### config.mk
export PLATFORM = sky130hd
export DESIGN_NAME = block_match_scheduler_flat
export DESIGN_NICKNAME = d
export VERILOG_FILES = /design/src/rtl/stereo_pkg.sv /design/src/rtl/block_match_scheduler_if.sv /design/src/rtl/min_cost_tracker.sv /design/src/rtl/block_match_scheduler.sv /design/src/flat_wrapper.sv
export SDC_FILE = /design/constraint.sdc
export NUM_CORES = 1
export LEC_CHECK = 0
export ABC_AREA = 1
export CAP_MARGIN = 20
export CORE_UTILIZATION = 55
export DETAILED_ROUTE_END_ITERATION = 6
export PLACE_DENSITY_LB_ADDON = 0.08
export SLEW_MARGIN = 20
export SYNTH_ARGS = -nofsm -noshare
export SYNTH_HDL_FRONTEND = slang
export SYNTH_HIERARCHICAL = 1
export SYNTH_SLANG_ARGS = --single-unit
### constraint.sdc
create_clock -name clk_in -period 4.35 [get_ports clk_in]
set_clock_uncertainty 0.2 [all_clocks]
set_input_delay 1.305 -clock clk_in [delete_from_list [all_inputs] [get_ports clk_in]]
set_output_delay 1.305 -clock clk_in [all_outputs]
set_load 0.005 [all_outputs]
### src/rtl/stereo_pkg.sv
// stereo_pkg: shared frame geometry defaults and scheduler state encoding
package stereo_pkg;
  localparam int DEF_ROWS = 320;
  localparam int DEF_WORDS_PER_ROW = 40;
  localparam int DEF_BLOCK_SIZE = 6;
  localparam int DEF_MAX_DISP = 4;
  typedef enum logic [2:0] {
    IDLE, FETCH, WAIT_FETCH, COMPUTE, WAIT_COST, NEXT_DISP, REPORT, NEXT_BLOCK
  } state_t;
endpackage

### src/rtl/block_match_scheduler_if.sv
// block_match_scheduler_if: frame control, fetch, cost and result handshakes
interface block_match_scheduler_if import stereo_pkg::*; #(
  parameter int ROWS = DEF_ROWS,
  parameter int WORDS_PER_ROW = DEF_WORDS_PER_ROW,
  parameter int MAX_DISP = DEF_MAX_DISP
);
  localparam int YW = $clog2(ROWS) + 1;
  localparam int XW = $clog2(WORDS_PER_ROW) + 1;
  localparam int DW = $clog2(MAX_DISP) + 1;
  logic start_in;
  logic busy_out;
  logic done_out;
  logic fetch_valid_out;
  logic [YW-1:0] left_current_y;
  logic [YW-1:0] right_current_y;
  logic [XW-1:0] left_word_idx;
  logic [XW-1:0] right_word_idx;
  logic fetch_done_in;
  logic compute_valid_out;
  logic cost_valid_in;
  logic [15:0] cost_in;
  logic result_valid_out;
  logic [YW-1:0] result_y_out;
  logic [XW-1:0] result_x_out;
  logic [DW-1:0] result_disp_out;
  logic [15:0] result_cost_out;
  modport master (
    input start_in, fetch_done_in, cost_valid_in, cost_in,
    output busy_out, done_out, fetch_valid_out, left_current_y, right_current_y,
    left_word_idx, right_word_idx, compute_valid_out, result_valid_out,
    result_y_out, result_x_out, result_disp_out, result_cost_out
  );
  modport slave (
    output start_in, fetch_done_in, cost_valid_in, cost_in,
    input busy_out, done_out, fetch_valid_out, left_current_y, right_current_y,
    left_word_idx, right_word_idx, compute_valid_out, result_valid_out,
    result_y_out, result_x_out, result_disp_out, result_cost_out
  );
endinterface

### src/rtl/min_cost_tracker.sv
// min_cost_tracker: running minimum cost and its disparity, ties keep the earlier one
module min_cost_tracker #(
  parameter int DW = 3
) (
  input  logic clk,
  input  logic rst,
  input  logic clear,
  input  logic load,
  input  logic [15:0] cost,
  input  logic [DW-1:0] disp,
  output logic [15:0] best_cost,
  output logic [DW-1:0] best_disp
);
  // strict compare so an equal cost never displaces the lower disparity
  always_ff @(posedge clk)
    if (rst || clear) begin
      best_cost <= 16'hFFFF;
      best_disp <= '0;
    end else if (load && cost < best_cost) begin
      best_cost <= cost;
      best_disp <= disp;
    end
endmodule

### src/rtl/block_match_scheduler.sv
// block_match_scheduler: walks blocks and disparities of a frame, reports best match per block
module block_match_scheduler import stereo_pkg::*; #(
  parameter int ROWS = DEF_ROWS,
  parameter int WORDS_PER_ROW = DEF_WORDS_PER_ROW,
  parameter int BLOCK_SIZE = DEF_BLOCK_SIZE,
  parameter int MAX_DISP = DEF_MAX_DISP
) (
  input logic clk_in,
  input logic rst_in,
  block_match_scheduler_if.master bus
);
  localparam int YW = $clog2(ROWS) + 1;
  localparam int XW = $clog2(WORDS_PER_ROW) + 1;
  localparam int DW = $clog2(MAX_DISP) + 1;
  state_t state;
  logic [YW-1:0] y;
  logic [XW-1:0] x, rx;
  logic [DW-1:0] d, best_disp;
  logic [15:0] best_cost;
  logic [31:0] d_n, x_n, y_n;
  logic clear, load;
  // next-step candidates in 32 bits so boundary compares cannot wrap
  always_comb begin
    d_n = 32'(d) + 32'd1;
    x_n = 32'(x) + 32'd1;
    y_n = 32'(y) + 32'(2 * BLOCK_SIZE);
  end
  assign clear = (state == IDLE && bus.start_in) || state == NEXT_BLOCK;
  assign load = state == WAIT_COST && bus.cost_valid_in;
  assign bus.left_current_y = y;
  assign bus.right_current_y = y;
  assign bus.left_word_idx = x;
  assign bus.right_word_idx = rx;
  min_cost_tracker #(.DW(DW)) u_tracker (
    .clk(clk_in), .rst(rst_in), .clear(clear), .load(load),
    .cost(bus.cost_in), .disp(d), .best_cost(best_cost), .best_disp(best_disp)
  );
  // frame walk; pulses are set on entry so they coincide with their state
  always_ff @(posedge clk_in)
    if (rst_in) begin
      state <= IDLE;
      y <= '0;
      x <= '0;
      rx <= '0;
      d <= '0;
      bus.busy_out <= 1'b0;
      bus.done_out <= 1'b0;
      bus.fetch_valid_out <= 1'b0;
      bus.compute_valid_out <= 1'b0;
      bus.result_valid_out <= 1'b0;
      bus.result_y_out <= '0;
      bus.result_x_out <= '0;
      bus.result_disp_out <= '0;
      bus.result_cost_out <= '0;
    end else begin
      bus.done_out <= 1'b0;
      bus.fetch_valid_out <= 1'b0;
      bus.compute_valid_out <= 1'b0;
      bus.result_valid_out <= 1'b0;
      case (state)
        IDLE:
          if (bus.start_in) begin
            state <= FETCH;
            y <= '0;
            x <= '0;
            rx <= '0;
            d <= '0;
            bus.busy_out <= 1'b1;
            bus.fetch_valid_out <= 1'b1;
          end
        FETCH: state <= WAIT_FETCH;
        WAIT_FETCH:
          if (bus.fetch_done_in) begin
            state <= COMPUTE;
            bus.compute_valid_out <= 1'b1;
          end
        COMPUTE: state <= WAIT_COST;
        WAIT_COST: if (bus.cost_valid_in) state <= NEXT_DISP;
        NEXT_DISP:
          if (d_n < 32'(MAX_DISP) && d_n <= 32'(x)) begin
            state <= FETCH;
            d <= DW'(d_n);
            rx <= rx - XW'(1);
            bus.fetch_valid_out <= 1'b1;
          end else begin
            state <= REPORT;
            bus.result_valid_out <= 1'b1;
            bus.result_y_out <= y;
            bus.result_x_out <= x;
            bus.result_disp_out <= best_disp;
            bus.result_cost_out <= best_cost;
          end
        REPORT: state <= NEXT_BLOCK;
        NEXT_BLOCK: begin
          d <= '0;
          if (x_n <= 32'(WORDS_PER_ROW - 2)) begin
            state <= FETCH;
            x <= XW'(x_n);
            rx <= XW'(x_n);
            bus.fetch_valid_out <= 1'b1;
          end else if (y_n <= 32'(ROWS)) begin
            state <= FETCH;
            x <= '0;
            rx <= '0;
            y <= YW'(32'(y) + 32'(BLOCK_SIZE));
            bus.fetch_valid_out <= 1'b1;
          end else begin
            state <= IDLE;
            bus.done_out <= 1'b1;
            bus.busy_out <= 1'b0;
          end
        end
      endcase
    end
endmodule

### src/flat_wrapper.sv
// flat-port wrapper written by rule: the top's interface ports become plain ports
module block_match_scheduler_flat import stereo_pkg::*;
#(
  parameter int ROWS = DEF_ROWS,
  parameter int WORDS_PER_ROW = DEF_WORDS_PER_ROW,
  parameter int BLOCK_SIZE = DEF_BLOCK_SIZE,
  parameter int MAX_DISP = DEF_MAX_DISP
)
  (clk_in, rst_in, bus_start_in, bus_fetch_done_in, bus_cost_valid_in, bus_cost_in, bus_busy_out, bus_done_out, bus_fetch_valid_out, bus_left_current_y, bus_right_current_y, bus_left_word_idx, bus_right_word_idx, bus_compute_valid_out, bus_result_valid_out, bus_result_y_out, bus_result_x_out, bus_result_disp_out, bus_result_cost_out);
  block_match_scheduler_if #(.ROWS(ROWS), .WORDS_PER_ROW(WORDS_PER_ROW), .MAX_DISP(MAX_DISP)) bus_i ();
  input logic clk_in;
  input logic rst_in;
  input wire logic [$bits(bus_i.start_in)-1:0] bus_start_in;
  input wire logic [$bits(bus_i.fetch_done_in)-1:0] bus_fetch_done_in;
  input wire logic [$bits(bus_i.cost_valid_in)-1:0] bus_cost_valid_in;
  input wire logic [$bits(bus_i.cost_in)-1:0] bus_cost_in;
  output wire logic [$bits(bus_i.busy_out)-1:0] bus_busy_out;
  output wire logic [$bits(bus_i.done_out)-1:0] bus_done_out;
  output wire logic [$bits(bus_i.fetch_valid_out)-1:0] bus_fetch_valid_out;
  output wire logic [$bits(bus_i.left_current_y)-1:0] bus_left_current_y;
  output wire logic [$bits(bus_i.right_current_y)-1:0] bus_right_current_y;
  output wire logic [$bits(bus_i.left_word_idx)-1:0] bus_left_word_idx;
  output wire logic [$bits(bus_i.right_word_idx)-1:0] bus_right_word_idx;
  output wire logic [$bits(bus_i.compute_valid_out)-1:0] bus_compute_valid_out;
  output wire logic [$bits(bus_i.result_valid_out)-1:0] bus_result_valid_out;
  output wire logic [$bits(bus_i.result_y_out)-1:0] bus_result_y_out;
  output wire logic [$bits(bus_i.result_x_out)-1:0] bus_result_x_out;
  output wire logic [$bits(bus_i.result_disp_out)-1:0] bus_result_disp_out;
  output wire logic [$bits(bus_i.result_cost_out)-1:0] bus_result_cost_out;
  assign bus_i.start_in = bus_start_in;
  assign bus_i.fetch_done_in = bus_fetch_done_in;
  assign bus_i.cost_valid_in = bus_cost_valid_in;
  assign bus_i.cost_in = bus_cost_in;
  assign bus_busy_out = bus_i.busy_out;
  assign bus_done_out = bus_i.done_out;
  assign bus_fetch_valid_out = bus_i.fetch_valid_out;
  assign bus_left_current_y = bus_i.left_current_y;
  assign bus_right_current_y = bus_i.right_current_y;
  assign bus_left_word_idx = bus_i.left_word_idx;
  assign bus_right_word_idx = bus_i.right_word_idx;
  assign bus_compute_valid_out = bus_i.compute_valid_out;
  assign bus_result_valid_out = bus_i.result_valid_out;
  assign bus_result_y_out = bus_i.result_y_out;
  assign bus_result_x_out = bus_i.result_x_out;
  assign bus_result_disp_out = bus_i.result_disp_out;
  assign bus_result_cost_out = bus_i.result_cost_out;
  block_match_scheduler #(.ROWS(ROWS), .WORDS_PER_ROW(WORDS_PER_ROW), .BLOCK_SIZE(BLOCK_SIZE), .MAX_DISP(MAX_DISP)) u_core (.clk_in(clk_in), .rst_in(rst_in), .bus(bus_i));
endmodule
# Word level (Yosys, flattened, before mapping)
# Cells that the tools add are included.
dict set report word_totals {
  inputBits 21
  register_bits 90
  elab_cells 96
  out_inout_bits 75
}
dict set report op_classes {
  n_eq_ne 15
  muxes 32
  bitwise 4
  reduce_logical 19
  n_addsub 5
  magnitude_cmp 5
}
# op count
set ops {}
lappend ops {{$le A32 B6 Y1 const B} 1}
lappend ops {{$le A32 B7 Y1} 1}
lappend ops {{$le A32 B9 Y1 const B} 1}
lappend ops {{$lt A32 B3 Y1 const B} 1}
lappend ops {{$mux W10} 3}
lappend ops {{$mux W7} 4}
lappend ops {{$pmux W3 S8} 1}
lappend ops {{$mux W3} 7}
lappend ops {{$pmux W7 S3} 1}
lappend ops {{$pmux W10 S2} 1}
lappend ops {{$lt A16 B16 Y1} 1}
lappend ops {{$pmux W7 S2} 1}
lappend ops {{$eq A3 B3 Y1 const B} 4}
lappend ops {{$ne A2 B2 Y1 const B} 6}
lappend ops {{$reduce_and A4 Y1} 3}
lappend ops {{$add A10 B4 Y11 const B} 1}
lappend ops {{$mux W1} 11}
lappend ops {{$add A10 B3 Y10 const B} 1}
lappend ops {{$pmux W3 S3} 1}
lappend ops {{$reduce_and A3 Y1} 3}
lappend ops {{$add A7 B1 Y8 const B} 1}
lappend ops {{$sub A7 B1 Y7 const B} 1}
lappend ops {{$eq A3 B2 Y1 const B} 2}
lappend ops {{$add A3 B1 Y4 const B} 1}
lappend ops {{14 further kinds} 22}

# Logic depth before layout (Yosys ltp)
# Gate-level depths: netlist of the first run.
dict set report depth {
  depth_word 5
  ltp_mapped 15
  mapped_depth_nobuf 13
}

# By module
# The synthesis of the first run kept the hierarchy.
# mod area_per_inst_um2 n_inst cells_each seq_area_each_um2
set by_module_without_submodules {}
lappend by_module_without_submodules {block_match_scheduler 3319.4 1 456 1381.3}
lappend by_module_without_submodules {min_cost_tracker 1172.4 1 160 380.4}

# Worst setup path after synthesis of the first run
# No wires, ideal clock.
dict set report synth_timing {
  path_kind {input to register}
  startpoint {input port bus_start_in}
  endpoint {register u_core.u_tracker.best_cost[0]}
  setup_ps 134
  stages 7
  t_required_ps 4016
  slack_ps 1600
  path_buffers 1
  arrival_ps 2417
  cell_sequence {inv_1 > nor2_1 > nor2_1 > inv_1 > nor2_1 > clkbuf_1 > nand3_1}
}
dict set report synth_between {
  elab_chain_len 3
}
# element line_no
set synth_lines {}
lappend synth_lines {{start: declaration} flat_wrapper.sv:13} ;# input wire logic [$bits(bus_i.start_in)-1:0] bus_start_in;
lappend synth_lines {{$logic_and A1 B1 Y1} block_match_scheduler.sv:28} ;# assign clear = (state == IDLE && bus.start_in) || state == NEXT_BLOCK;
lappend synth_lines {{$logic_or A1 B1 Y1} block_match_scheduler.sv:28}
lappend synth_lines {{via u_core.clear} block_match_scheduler.sv:21} ;# logic clear, load;
lappend synth_lines {{$logic_or A1 B1 Y1} min_cost_tracker.sv:16} ;# if (rst || clear) begin
lappend synth_lines {{end signal: assignment} min_cost_tracker.sv:20} ;# best_cost <= cost;
lappend synth_lines {{end: declaration} min_cost_tracker.sv:11} ;# output logic [15:0] best_cost,
# The timed path passes the listed nets, and every way through them passes these cells.
# A chain may end at the register's enable or synchronous reset.

# Final worst setup path of the first run
dict set report layout_timing {
  startpoint {input port bus_cost_in[9]}
  endpoint {register u_core.u_tracker.best_cost[5]}
}
dict set report layout_between {
  elab_chain_len 2
}
# element line_no
set layout_lines {}
lappend layout_lines {{start: declaration} flat_wrapper.sv:16} ;# input wire logic [$bits(bus_i.cost_in)-1:0] bus_cost_in;
lappend layout_lines {{$lt A16 B16 Y1} min_cost_tracker.sv:19} ;# end else if (load && cost < best_cost) begin
lappend layout_lines {{$logic_and A1 B1 Y1} min_cost_tracker.sv:19}
# Every way passes these cells.

==> reports/results.txt, run 1 <==
Yosys Warn Count: 6
Placer Congestion: 0.848
Worst slew pin tran: 1010 ps
Worst hold endpoint: u_core/bus.busy_out$_SDFFE_PP0P_
First-pass GRT wire length: 17600 um
R2R setup slack: 1230 ps
Core Area: 7810 um2
Share of layout cells above drive strength 1: 6.48%
Pwr dens: 305 nW/um2
Cts repair resizes: 0
Max cap viols: 0
Hold path cells: 2
Peak VDD IR: 0.190 mV
Vias: 4145
Seq cells post-synth: 88
Die area: 8530 um2
Post-CTS setup buffer count: 0
Drt pass-1 iters: 4
Final hold violations: 0
Root Driver: clkbuf_8
Num ports: 96
Die height: 92.4 um
Commonest non-fill, non-tap cell in the layout: nand2_1
Most frequent cells in the layout: nand2_1 (108), clkdlybuf4s50_1 (92), dfxtp_1 (88)
Crit-path cells: clkdlybuf4s50_1 > ha_1 > nand2_1 > inv_1 > o21ai_1 > a21oi_2 > nor2_4 > nand2_4 > nand2_1 > nand3_1
Worst Hold Class: reg -> reg
Vias in the first global route: 3951
Pwr Total: 1.69 mW
Launch point of the worst reg-to-reg path: u_core/d[0]$_SDFFE_PP0P_
Final setup viols: 0
Crit Path Class: in -> reg
Crit path capture type: flop
Initial core utilization: 57.5%
R2r worst-path depth: 13
Diodes inserted: 0
Leakage: 2.46 nW
Synth Area per Inst: 7.29 um2
Clock power share: 33.6%
Worst path bufs/invs: 2
Synthesized instance count: 616
Combinational share of power: 15.3%
Mapped Area: 4490 um2
Sequential cell area fraction in the yosys report: 39.2%
Crit path top cell by count: nand2_1
Initial drt markers: 208
Psw: 0.474 mW
Cell variety after synth: 36
Slew HR: 32.4%
Cell family with most CP delay: simple AND/OR/NAND/NOR gates
Gr ovfl total: 0
Final Max Slew Viols: 0
Sequential power share: 51.1%
Row count: 32
Internal Power: 1.21 mW
Total track usage: 25.8%
Final Cycle Share: 74.2%
DR vias/cell: 5.21
Critical Path Fanout Max: 23
Port Buf Inserts: 92
Bufs on Longest Clock Path: 2
Num CTS Buffers: 9
Sw Ratio: 28.1%
Worst-Skew Late Latency: 360 ps
Total wire length: 10400 um
RSZ-0062 raised after global routing: no
Post-DR wirelength/cell: 13.1 um
Antenna-violating nets left: 0
Minimum clock period: 3230 ps
Area Growth Syn to Fin: 23.1%
Die width: 92.4 um
Clk sinks: 88
Layout Nets: 734
CP startpoint kind: input port
Hold_sp: u_core/bus.busy_out$_SDFFE_PP0P_
HPWL Detailed: 7450 um
Critical Path RT: 4400 ps
Critical Path AT: 3270 ps
DR DRC count: 0
Setup TNS: 0 ps
Largest net degree at the start of global routing: 49
FMAX: 310 MHz
Depth of the CTS H-tree: 3
Status: complete, no violations
Post-CTS Hold Buffers: 0
Initial antenna violation count: 0
Placed cells: 780
CTS tree: yes
Worst-path clk slew: 90 ps
Finished Layout Cells: 796
RR Endpoint: u_core/bus.result_y_out[1]$_SDFFE_PP0P_
Slowest stage cell, crit path: nor2_4
Crit path largest cell delay: 460 ps
==> worst reg2reg max path, cell delays in order, from the launching register on <==
cell     delay [ps]
dfxtp_1         440
ha_1            190
xor2_1          200
ha_1            290
a21oi_1         160
nand2_1          70
nand2_1          60
nand2_1          50
nand2_1          70
nand2_1          60
nand2_2         400
inv_2           440
o21ai_0         290
a21oi_1          60
==> per-layer routing <==
metal / global-route usage [%] / vias up / share of wire (%)
li1: - / 2122 / -
met1: 31.1 / 1897 / 44
met4: 12.5 / 0 / 2.2
met5: 0 / - / 0
met3: 3.61 / 17 / 4.0
met2: 44.9 / 109 / 50
==> per-stage QoR <==
step / worst slack, ps / hold WS, ps / instance area, um2 / utilization, %
finish: 1120 / 270 / 5530 / 70.8
global route: 806 / 307 / 5530 / 70.8
CTS: 1130 / 274 / 5530 / 70.8
detailed placement: 744 / 261 / 5330 / 68.3
global placement: 861 / 252 / 5330 / 68.3
floorplan: 1600 / 245 / 4500 / -
==> power by group through the flow <==
stage	Sequential [mW]	Combinational, mW	Clock, mW
after floorplan	0.877	0.159	0
after global placement	0.879	0.247	0
after detailed placement	0.880	0.256	0
after CTS	0.861	0.258	0.578
after global routing	0.866	0.288	0.603
final	0.862	0.259	0.567
==> area by class of cell <==
class	count	area, um2
clock buffers	10	128
repair buffers	94	936
inverters	75	282
well taps	102	128
fillers	650	2280
multi-input cells	421	2230
clock inverters	6	68.8
flip-flops and latches	88	1760
==> cell families (layout without fill, tap and decap cells) <==
logic type	count (synthesis)	count (layout)	share of synthesized area, %
compound gates	94	94	11.1
simple gates	292	292	30.0
buf+inv	109	185	11.4
xor+xnor	8	8	1.56
flops	88	88	39.2
other cells	1	3	0.0835
fa+ha+maj	24	24	6.69
==> state kept, by name, summed over array words and instances, names as in the netlist <==
register,cells
u_core/bus.result_disp_out,3
u_core/bus.result_y_out,9
u_core/bus.result_valid_out,1
u_core/bus.result_x_out,7
u_core/bus.compute_valid_out,1
u_core/bus.left_word_idx,7
u_core/u_tracker/best_cost,16
u_core/bus.done_out,1
u_core/state,3
u_core/bus.fetch_valid_out,1
u_core/bus.right_word_idx,7
u_core/u_tracker/best_disp,3
u_core/d,3
u_core/bus.busy_out,1
u_core/bus.left_current_y,9
u_core/bus.result_cost_out,16
==> synthesized netlist by cell type <==
| master | instances | area share [%] |
|---|---|---|
| o21ai_2 | 1 | 0.20 |
| nand2_2 | 5 | 0.70 |
| xor2_1 | 8 | 1.6 |
| o21ai_0 | 42 | 4.7 |
| nand2_4 | 2 | 0.50 |
| nor2_4 | 4 | 1.0 |
| buf_4 | 16 | 2.7 |
| inv_1 | 69 | 5.8 |
| nand3_2 | 2 | 0.45 |
| nor3_1 | 8 | 0.89 |
| nand3_4 | 2 | 0.78 |
| o21ai_1 | 1 | 0.11 |
| a21oi_2 | 1 | 0.20 |
| nand4_1 | 9 | 1.3 |
| nand4_2 | 1 | 0.28 |
| ha_1 | 24 | 6.7 |
| nor2_8 | 1 | 0.45 |
| clkbuf_1 | 10 | 0.84 |
| buf_2 | 3 | 0.33 |
| dfxtp_1 | 88 | 39 |
| nor2_1 | 82 | 6.9 |
| conb_1 | 1 | 0.083 |
| buf_6 | 5 | 1.3 |
| clkinv_1 | 1 | 0.083 |
| a41oi_1 | 1 | 0.20 |
| a211oi_1 | 2 | 0.33 |
| inv_2 | 5 | 0.42 |
| or2_1 | 1 | 0.14 |
| o22ai_1 | 1 | 0.14 |
| nand2_1 | 108 | 9.0 |
| o21ai_4 | 1 | 0.36 |
| a21oi_1 | 44 | 4.9 |
| or2_2 | 2 | 0.28 |
| nor3_2 | 1 | 0.22 |
| and2_1 | 1 | 0.14 |
| nand3_1 | 63 | 7.0 |
==> worst max path at each step <==
stage                             startpoint                                         end  slack [ps]  cells after the start
floorplan                       bus_start_in  u_core/u_tracker/best_cost[0]$_SDFFE_PP1P_        1600                      7
global placement              bus_cost_in[9]  u_core/u_tracker/best_cost[3]$_SDFFE_PP1P_         860                     10
detailed placement            bus_cost_in[9]  u_core/u_tracker/best_cost[9]$_SDFFE_PP1P_         740                     10
CTS                           bus_cost_in[9]  u_core/u_tracker/best_cost[5]$_SDFFE_PP1P_        1130                     10
global route        u_core/d[0]$_SDFFE_PP0P_     u_core/bus.result_x_out[1]$_SDFFE_PP0P_         810                     13
finish                        bus_cost_in[9]  u_core/u_tracker/best_cost[5]$_SDFFE_PP1P_        1120                     10
Power figures use the tool's default switching activity.
==> inputs of run 2 (changes only) <==
--- a/config.mk
+++ b/config.mk
@@ -7,7 +7,7 @@
 export LEC_CHECK = 0
 export ABC_AREA = 1
 export CAP_MARGIN = 20
-export CORE_UTILIZATION = 55
+export CORE_UTILIZATION = 51
 export DETAILED_ROUTE_END_ITERATION = 6
 export PLACE_DENSITY_LB_ADDON = 0.08
 export SLEW_MARGIN = 20
==> constraint.sdc (replaced) <==
create_clock -name clk_in -period 3.4 [get_ports clk_in]
set_clock_uncertainty 0.2 [all_clocks]
set_input_delay 1.02 -clock clk_in [delete_from_list [all_inputs] [get_ports clk_in]]
set_output_delay 1.02 -clock clk_in [all_outputs]
set_load 0.005 [all_outputs]
==> reports/results.txt, run 2 (same netlist as run 1, synthesis figures left out) <==
Crit path capture type: flop
HPWL Detailed: 7730 um
Status: complete, no violations
Sequential standard cell area: 1760 um2
Critical Path AT: 2810 ps
Final worst slack: 638 ps
FMAX: 362 MHz
Peak VDD IR: 0.236 mV
Vias in the first global route: 3709
Die height: 95.9 um
Initial core utilization: 53.6%
Depth of the CTS H-tree: 3
Root Driver: clkbuf_8
Most frequent cells in the layout: nand2_1 (108), clkdlybuf4s50_1 (92), dfxtp_1 (88)
Largest regs: u_core/bus.result_cost_out: 16 flops, u_core/u_tracker/best_cost: 16 flops
Port Buf Inserts: 92
Clk sinks: 88
Finished Layout Cells: 805
Drt pass-1 iters: 5
Row count: 33
Pwr dens: 413 nW/um2
Critical Path Fanout Max: 16
DR DRC count: 0
Final Max Slew Viols: 0
Largest net degree at the start of global routing: 42
Crit Path Class: in -> reg
Vias: 4225
Placed cells: 789
Die width: 95.9 um
Final setup viols: 0
Post-CTS setup buffer count: 0
CP startpoint kind: input port
Initial drt markers: 201
First-pass GRT wire length: 17300 um
Slew HR: 58.0%
DR vias/cell: 5.25
Area of the multi-input gates: 2230 um2
Cts repair resizes: 0
Num CTS Buffers: 9
Placer Congestion: 0.881
Filler cells: 763
Leakage: 2.52 nW
Initial antenna violation count: 0
Post-DR wirelength/cell: 13.4 um
Critical Path RT: 3440 ps
Worst-path clk slew: 90 ps
Core Area: 8380 um2
Layout Nets: 740
Bufs on Longest Clock Path: 2
Total wire length: 10800 um
Commonest non-fill, non-tap cell in the layout: nand2_1
Setup TNS: 0 ps
CTS tree: yes
Worst slew pin tran: 630 ps
Hold_ws: 275 ps
Final Cycle Share: 81.2%
Worst-Skew Late Latency: 360 ps
Area Growth Syn to Fin: 25.4%
Antenna-violating nets left: 0
Max cap viols: 0
Die area: 9190 um2
Num ports: 96
Post-CTS Hold Buffers: 0
Total track usage: 24.3%
Share of layout cells above drive strength 1: 7.43%
Gr ovfl total: 0
Pre-CTS setup slack: 276 ps
Diodes inserted: 0
Final hold violations: 0
Worst Hold Class: reg -> reg
Minimum clock period: 2760 ps
RSZ-0062 raised after global routing: no
run 2: metrics by stage:
stage / cell area (um2) / power [mW] / utilization (%)
after detailed placement: 5380 / 1.46 / 64.2
final: 5630 / 2.33 / 67.2
after CTS: 5630 / 2.34 / 67.2
after floorplan: 4500 / 1.33 / -
after global routing: 5630 / 2.43 / 67.2
after global placement: 5380 / 1.45 / 64.2
run 2: cell type report:
type / instances / area share (%)
Clock inverter: 7 / 2.22
Sequential cell: 88 / 31.3
Timing Repair Buffer: 100 / 17.4
Clock buffer: 9 / 2.20
Inverter: 75 / 5.00
Multi-Input combinational cell: 421 / 39.5
Tap cell: 105 / 2.33
run 2: worst max-delay path, stage by stage:
cell and delay (ps):
clkdlybuf4s50_1 500, ha_1 250, nand2_1 70, inv_1 40, o21ai_1 140, a21oi_2 90
nor2_4 310, nand2_4 200, nand2_1 110, nand3_1 70
run 2: final timing paths:
path	from	to	slack, ps	depth (start not counted)
max	bus_cost_in[9]	u_core/u_tracker/best_cost[2]$_SDFFE_PP1P_	640	10
min	u_core/bus.busy_out$_SDFFE_PP0P_	u_core/bus.busy_out$_SDFFE_PP0P_	270	2
max reg2reg	u_core/d[0]$_SDFFE_PP0P_	u_core/bus.result_disp_out[1]$_SDFFE_PP0P_	700	12
min reg2reg	u_core/bus.busy_out$_SDFFE_PP0P_	u_core/bus.busy_out$_SDFFE_PP0P_	270	2
run 2: routing by layer:
layer | vias up | part of all wire (%) | GRT usage [%]
met5 | - | 0 | 0
met1 | 1946 | 48 | 33.6
li1 | 2139 | - | -
met4 | 0 | 0.97 | 7.21
met2 | 132 | 46 | 38.4
met3 | 8 | 5.0 | 4.34
run 2: where the power goes:
group | switching [mW] | internal, mW | total (mW)
Clock | 0.394 | 0.496 | 0.890
Sequential | 0.0334 | 1.07 | 1.10
Combinational | 0.192 | 0.143 | 0.335
